### src/rtl/cmp_share_pkg.sv
// Shared types and constants for the shared-comparator arbiter (cmp_share_arb).
package cmp_share_pkg;

  localparam int CMP_DEF_DATA_W = 8;

  typedef enum logic [1:0] {
    IDLE = 2'd0,
    CMP  = 2'd1,
    RESP = 2'd2
  } cmp_state_e;

  typedef struct packed {
    logic eq;
    logic gt;
    logic lt;
  } cmp_res_t;

endpackage

### src/rtl/cmp_core.sv
// Combinational DATA_W magnitude comparator producing a one-hot eq/gt/lt result.
// Build option: define CMP_SIGNED_EN for two's-complement compare (default unsigned).
module cmp_core
  import cmp_share_pkg::*;
#(
  parameter int DATA_W = CMP_DEF_DATA_W
) (
  input  logic [DATA_W-1:0] a_i,
  input  logic [DATA_W-1:0] b_i,
  output cmp_res_t          res_o
);

  always_comb begin
    res_o    = '0;
    res_o.eq = (a_i == b_i);
`ifdef CMP_SIGNED_EN
    res_o.gt = ($signed(a_i) > $signed(b_i));
    res_o.lt = ($signed(a_i) < $signed(b_i));
`else
    res_o.gt = (a_i > b_i);
    res_o.lt = (a_i < b_i);
`endif
  end

endmodule

### src/rtl/cmp_share_arb.sv
// Round-robin arbiter sharing one registered comparator among NUM_REQ requesters.
// Compare signedness selected by CMP_SIGNED_EN inside cmp_core.
//
// state | meaning
// IDLE  | arbitrating; accepts the round-robin winner
// CMP   | latched operands are being compared
// RESP  | result presented until rsp_ready
module cmp_share_arb
  import cmp_share_pkg::*;
#(
  parameter  int NUM_REQ = 4,
  parameter  int DATA_W  = CMP_DEF_DATA_W,
  localparam int ID_W    = $clog2(NUM_REQ)
) (
  input  logic                      clk,
  input  logic                      rst_n,
  input  logic [NUM_REQ-1:0]        req_valid,
  output logic [NUM_REQ-1:0]        req_ready,
  input  logic [NUM_REQ*DATA_W-1:0] req_a,
  input  logic [NUM_REQ*DATA_W-1:0] req_b,
  output logic                      rsp_valid,
  input  logic                      rsp_ready,
  output logic [ID_W-1:0]           rsp_id,
  output logic                      rsp_eq,
  output logic                      rsp_gt,
  output logic                      rsp_lt
);

  cmp_state_e          state_q, state_d;
  logic [ID_W-1:0]     rr_ptr_q, rr_ptr_d;
  logic [ID_W-1:0]     cur_id_q;
  logic [DATA_W-1:0]   op_a_q, op_b_q;
  cmp_res_t            res_q, core_res;
  logic [ID_W-1:0]     grant;
  logic [DATA_W-1:0]   sel_a, sel_b;
  logic                any_valid, accept;

  // First valid requester at or above ptr, wrapping at NUM_REQ.
  function automatic logic [ID_W-1:0] rr_pick(input logic [NUM_REQ-1:0] v,
                                              input logic [ID_W-1:0]    ptr);
    logic [ID_W-1:0] g;
    logic [ID_W-1:0] idx;
    logic            found;
    g     = '0;
    found = 1'b0;
    for (int k = 0; k < NUM_REQ; k++) begin
      idx = ID_W'((int'(ptr) + k) % NUM_REQ);
      if (!found && v[idx]) begin
        g     = idx;
        found = 1'b1;
      end
    end
    return g;
  endfunction

  assign any_valid = |req_valid;
  assign grant     = rr_pick(req_valid, rr_ptr_q);
  assign accept    = (state_q == IDLE) && any_valid;
  assign rr_ptr_d  = (grant == ID_W'(NUM_REQ - 1)) ? '0 : grant + ID_W'(1);

  always_comb begin
    sel_a = '0;
    sel_b = '0;
    for (int i = 0; i < NUM_REQ; i++) begin
      if (grant == ID_W'(i)) begin
        sel_a = req_a[i*DATA_W +: DATA_W];
        sel_b = req_b[i*DATA_W +: DATA_W];
      end
    end
  end

  cmp_core #(.DATA_W(DATA_W)) u_cmp_core (
    .a_i   (op_a_q),
    .b_i   (op_b_q),
    .res_o (core_res)
  );

  always_ff @(posedge clk or negedge rst_n) begin
    if (!rst_n) state_q <= IDLE;
    else        state_q <= state_d;
  end

  always_comb begin
    state_d = state_q;
    unique case (state_q)
      IDLE:    if (accept)    state_d = CMP;
      CMP:                    state_d = RESP;
      RESP:    if (rsp_ready) state_d = IDLE;
      default:                state_d = IDLE;
    endcase
  end

  always_comb begin
    req_ready = '0;
    for (int i = 0; i < NUM_REQ; i++) begin
      req_ready[i] = accept && (grant == ID_W'(i));
    end
    rsp_valid = (state_q == RESP);
  end

  // Result flops are loaded only in CMP and cleared on handshake, so they read 0 outside RESP.
  always_ff @(posedge clk or negedge rst_n) begin
    if (!rst_n) begin
      rr_ptr_q <= '0;
      cur_id_q <= '0;
      op_a_q   <= '0;
      op_b_q   <= '0;
      res_q    <= '0;
    end else begin
      if (accept) begin
        op_a_q   <= sel_a;
        op_b_q   <= sel_b;
        cur_id_q <= grant;
        rr_ptr_q <= rr_ptr_d;
      end
      if (state_q == CMP)                    res_q <= core_res;
      else if (state_q == RESP && rsp_ready) res_q <= '0;
    end
  end

  assign rsp_id = cur_id_q;
  assign rsp_eq = res_q.eq;
  assign rsp_gt = res_q.gt;
  assign rsp_lt = res_q.lt;

endmodule

### config.mk
export PLATFORM = sky130hd
export DESIGN_NAME = cmp_share_arb
export DESIGN_NICKNAME = d
export VERILOG_FILES = /design/src/rtl/cmp_share_pkg.sv /design/src/rtl/cmp_core.sv /design/src/rtl/cmp_share_arb.sv
export SDC_FILE = /design/constraint.sdc
export NUM_CORES = 1
export LEC_CHECK = 0
export CORE_MARGIN = 1
export CORE_UTILIZATION = 45
export CTS_CLUSTER_SIZE = 40
export DETAILED_ROUTE_END_ITERATION = 6
export PLACE_DENSITY = 0.86
export SLEW_MARGIN = 20
export SYNTH_ARGS = -nofsm -noshare
export SYNTH_HDL_FRONTEND = slang
export SYNTH_SLANG_ARGS = --single-unit
export TNS_END_PERCENT = 20
### constraint.sdc
create_clock -name clk -period 5.95 [get_ports clk]
set_clock_uncertainty 0.15 [all_clocks]
set_input_delay 1.19 -clock clk [delete_from_list [all_inputs] [get_ports clk]]
set_output_delay 1.19 -clock clk [all_outputs]
set_load 0.01 [all_outputs]
# [Word-level counts from Yosys, hierarchy flattened]
# Index checks and enable logic that the tools add are counted.
[word_totals] ff_bits=25 input_bits=71 out_inout_bits=10 word_cells=72
[op_classes] add_sub_neg=4 order_cmp=6 eq_ne=8 n_mux=29 reduce_logical=17
[op_table] op="$mux W8" n=8
[op_table] op="$mux W2" n=7
[op_table] op="$lt A2 B3 Y1 const B" n=4
[op_table] op="$logic_and A1 B1 Y1" n=9
[op_table] op="$bmux W1 S2" n=4
[op_table] op="$eq A8 B8 Y1" n=1
[op_table] op="$gt A8 B8 Y1" n=1
[op_table] op="$lt A8 B8 Y1" n=1
[op_table] op="$mux W1" n=7
[op_table] op="$eq A2 B2 Y1 const B" n=3
[op_table] op="$mux W3" n=2
[op_table] op="$pmux W2 S3" n=1
[op_table] op="$add A2 B1 Y2 const B" n=2
[op_table] op="$add A2 B2 Y2 const B" n=2
[op_table] op="$eq A2 B1 Y1 const B" n=2
[op_table] op="$logic_not A2 Y1" n=2
[op_table] op="$reduce_or A4 Y1" n=1
[op_table] op="$logic_not A1 Y1" n=3
[op_table] op="$ne A2 B1 Y1 const B" n=1
[op_table] op="$ne A2 B2 Y1 const B" n=1
[op_table] op="$reduce_and A2 Y1" n=1
[op_table] op="$reduce_bool A2 Y1" n=1

# [Longest topological paths before layout]
[logic_depth] ltp_word=17 mapped_depth=11 ltp_nobuf=9

# [Modules after synthesis]
# From an unflattened synthesis, not the netlist that was laid out.
[unflattened] cells_unflattened=234 area_unflattened_um2=1918.1
[by_module_without_submodules] mod="cmp_share_arb" instances=1 cells_per_inst=205 area_per_inst_um2=1692.9 seq_area_each_um2=625.6
[by_module_without_submodules] mod="cmp_core" instances=1 cells_per_inst=29 area_per_inst_um2=225.2 seq_area_each_um2=0.0

# [Worst setup path before layout]
# OpenSTA, ideal clock, no wires.
[synth_path] path_kind="input-to-output" start="input req_valid[2]" end="output req_ready[3]" arrival_ns=2.574 path_slack_ns=2.036 stages=7 n_path_buf=2 cell_sequence="mux2i_1 > nor2_1 > nor3_1 > ha_1 > clkbuf_1 > clkbuf_1 > and2_1"
[synth_between] elab_chain_len=14 word_cells_on_any_way=25
[synth_lines] element="from (decl)" line="cmp_share_arb.sv:17" rtl="input logic [NUM_REQ-1:0] req_valid,"
[synth_lines] element="$bmux W1 S2" line="cmp_share_arb.sv:48" rtl="if (!found && v[idx]) begin"
[synth_lines] element="$mux W1 (implied by the code)" line="cmp_share_arb.sv:48"
[synth_lines] element="$mux W1" line="cmp_share_arb.sv:48"
[synth_lines] element="$logic_not A1 Y1" line="cmp_share_arb.sv:48"
[synth_lines] element="$logic_and A1 B1 Y1" line="cmp_share_arb.sv:48"
[synth_lines] element="$mux W1" line="cmp_share_arb.sv:48"
[synth_lines] element="$logic_not A1 Y1" line="cmp_share_arb.sv:48"
[synth_lines] element="$logic_and A1 B1 Y1" line="cmp_share_arb.sv:48"
[synth_lines] element="$mux W1" line="cmp_share_arb.sv:48"
[synth_lines] element="$logic_not A1 Y1" line="cmp_share_arb.sv:48"
[synth_lines] element="$logic_and A1 B1 Y1" line="cmp_share_arb.sv:48"
[synth_lines] element="$mux W2 *" line="cmp_share_arb.sv:48"
[synth_lines] element="net grant[0]" line="cmp_share_arb.sv:34" rtl="logic [ID_W-1:0] grant;"
[synth_lines] element="$eq A2 B2 Y1 *" line="cmp_share_arb.sv:96" rtl="req_ready[i] = accept && (grant == ID_W'(i));"
[synth_lines] element="$logic_and A1 B1 Y1 *" line="cmp_share_arb.sv:96"
[synth_lines] element="to (decl)" line="cmp_share_arb.sv:18" rtl="output logic [NUM_REQ-1:0] req_ready,"
# Mark *: on every way through the listed nets, which the timed path passes. The rest lies on a longest branch. The select of a mux whose other input is x is not followed.

# [Worst setup path after layout]
[layout_path] start="input req_valid[0]" end="output req_ready[2]"
# The elaborated chain is that of the path after synthesis.

==> reports/metrics.yaml <==
sta:
  drv_slew: 0
  hold-worst-slack_ns: 0.382
  fmax_mhz: 200
  relSlewSlack: 0.590
  post-route-min-period_ns: 5.00
  post-route-period-util: 0.840
  fin_ws_ns: 0.954
  finalSetupTns_ns: 0
  finalHoldViolCount: 0
  setup_viol: 0
  grt_setup_unrepaired: "false"
  worst_slew_pin_slew_ns: 0.610
synthesis:
  synth_top_family_by_area: "compound AO/OA/AOI/OAI gates"
  yosysUniqueCellTypes: 36
  synth_compound_area_frac: 0.288
  yosys_register_bits: 25
  yosysWarnings: 0
  yosys.area_share.simple: 0.143
  ys.flop_type: "dfrtp_1"
  synthTopCellsByArea: "dfrtp_1 (35%), ha_1 (8.3%), a221oi_1 (7.8%)"
  synthTopCellsByCount: "inv_1 (32), dfrtp_1 (25), nor2_1 (20)"
  synth_area_um2: 1810
  yosysMostFrequentCell: "inv_1"
  synth_xor_area_frac: 0
  yosysTopAreaCell: "dfrtp_1"
  synth_edf_count: 0
  synthCells: 213
  synth_top_area_frac: 0.346
  synth_fa_ha_area_frac: 0.0831
  synthMuxAreaShare: 0.0235
  synth-seq-area-share: 0.346
  synthesis.nets: 296
  async_flop_share: 1.00
  syn_avg_cell_area_um2: 8.48
power_and_ir_drop:
  power_mw: 1.15
  vdd_drop_max_uv: 188
  p_leak_nw: 1.19
  power.density_nw_per_um2: 432
layout:
  syn_to_final_growth_pct: 46.9
  instances_no_fill: 334
  fin_nets: 370
  diodes: 0
  final_area_um2: 2650
  final_layout_size_suffix_gt1_frac: 0.0490
  fillers: 306
  post-route-util: 0.709
die:
  die_y_um: 65.4
  die-area_um2: 4270
  pin_count: 81
  core-area_um2: 3740
  num_rows: 22
  start_util: 0.483
  fp.dieW_um: 65.4
critical_path:
  critical_path_required_ns: 4.61
  cp-start-kind: "input pin"
  critPathCaptureType: "output port"
  reg2reg_to: "op_a_q[4]$_DFFE_PN0P_"
  rr_worst_depth: 9
  path_class: "input pin to output port"
  r2r-start: "rr_ptr_q[1]$_DFFE_PN0P_"
  critPathLaunch: "req_valid[0]"
  worstSetupEndpoint: "req_ready[2]"
  regToRegSetupSlack_ns: 3.24
  crit_fanout: 33
  critPathArrivalTime_ns: 3.66
clocking:
  holdBufCountCts: 0
  cts_resized: 0
  cts_made_buffers: 3
  insertion_delay_ns: 0.26
  tritoncts: "done"
  cts_sinks: 25
  clock_tree.root_cell: "clkbuf_8"
  postCtsSetupBuffers: 0
  clock_path_buffers: 2
  htree_levels: 1
  path_clk_slew_ns: 0.08
detailed_routing:
  ant_nets: 0
  routed_wl_mm: 4.47
  dr.pass1.iters: 5
  vias_per_cell: 5.48
  vias: 1830
  drc: 0
  post_drt_wl_per_cell_um: 13.4
  drt-initial-drc-count: 75
global_routing:
  grt_pass1_wl_mm: 7.39
  grt_max_degree: 43
  grt_pass1_vias: 1713
  track_usage: 0.223
  antenna_found_initial: 0
  overflow: 0
placed_design:
  pre_cts_slack_ns: 1.01
  hpwlAfterDp_mm: 3.52
  place_inst: 330
  gp_congestion: 0.811
  io_buffers: 80
  place_area_um2: 2610
worst_hold_path:
  hold_path.class: "register to register"
job:
  maxCapViolations: 0
outcome:
  run_status: "complete, no violations"
-- placed cells by master (no fill, tap or decap), drive strengths merged, types with 2 or more instances in the layout --
cell / Yosys / final
a211o: 15 / 15
a21o: 3 / 3
a21oi: 9 / 9
a221oi: 16 / 16
a31oi: 16 / 16
and2: 4 / 4
buf: 9 / 5
clkbuf: 6 / 4
clkdlybuf4s50: 0 / 79
dfrtp: 25 / 25
ha: 12 / 12
inv: 32 / 32
mux2: 2 / 2
mux2i: 2 / 2
nand2: 19 / 19
nand2b: 2 / 2
nand4: 2 / 2
nor2: 20 / 20
nor2b: 2 / 2
nor3: 2 / 2
o21ai: 3 / 3
o22ai: 2 / 2
-- flip-flops by register name, summed over array words and instances, names as in the netlist --
| name | cells |
|---|---|
| rsp_lt | 1 |
| op_a_q | 8 |
| op_b_q | 8 |
| rsp_gt | 1 |
| rsp_eq | 1 |
| rr_ptr_q | 2 |
| rsp_id | 2 |
| state_q | 2 |
-- worst max-delay path, cell delays in order --
cell and delay, ns:
clkdlybuf4s50_1 0.48, mux2i_1 0.16, nor2_1 0.06, nor3_1 0.51, inv_1 0.15, ha_1 0.24
buf_4 0.22, and2_1 0.17, clkdlybuf4s50_1 0.47
-- cell type report --
cell class,count,area (um2),area share
Multi-Input combinational cell,141,977,0.368
Inverter,32,120,0.0453
Tap cell,48,60.1,0.0226
Timing Repair Buffer,84,826,0.311
Sequential cell,25,626,0.236
Clock buffer,4,45.0,0.0170
-- per-layer routing --
metal  track usage  up-vias  share of wire
met5             0        -              0
li1              -      909              -
met1         0.291      827           0.43
met3        0.0347        8          0.068
met2         0.379       86           0.49
met4        0.0625        0         0.0089
-- how the worst min path moves through the flow --
stage | startpoint | to | slack, ns | depth (start not counted)
global route | rsp_id[1]$_DFFE_PN0P_ | rsp_id[1]$_DFFE_PN0P_ | 0.41 | 2
detailed placement | rsp_id[1]$_DFFE_PN0P_ | rsp_id[1]$_DFFE_PN0P_ | 0.37 | 2
CTS | rsp_id[1]$_DFFE_PN0P_ | rsp_id[1]$_DFFE_PN0P_ | 0.38 | 2
global placement | rsp_id[1]$_DFFE_PN0P_ | rsp_id[1]$_DFFE_PN0P_ | 0.36 | 2
finish | rsp_id[1]$_DFFE_PN0P_ | rsp_id[1]$_DFFE_PN0P_ | 0.38 | 2
floorplan | op_a_q[6]$_DFFE_PN0P_ | op_a_q[6]$_DFFE_PN0P_ | 0.35 | 2
-- kinds of logic (layout without fill, tap and decap cells) --
group | count (synthesis) | after routing
adders and majority gates | 12 | 12
AOI/OAI and AO/OA | 70 | 70
muxes | 4 | 4
and+or+nand+nor | 55 | 55
buffers and inverters | 47 | 120
DFF | 25 | 25
-- report_power, final --
group / leakage (nW) / internal (mW) / switching (mW)
logic: 0.872 / 0.353 / 0.368
registers: 0.290 / 0.262 / 0.0669
clock network: 0.0228 / 0.0478 / 0.0496
total: 1.19 / 0.663 / 0.485
No activity file was read; power rests on OpenSTA's default activity.
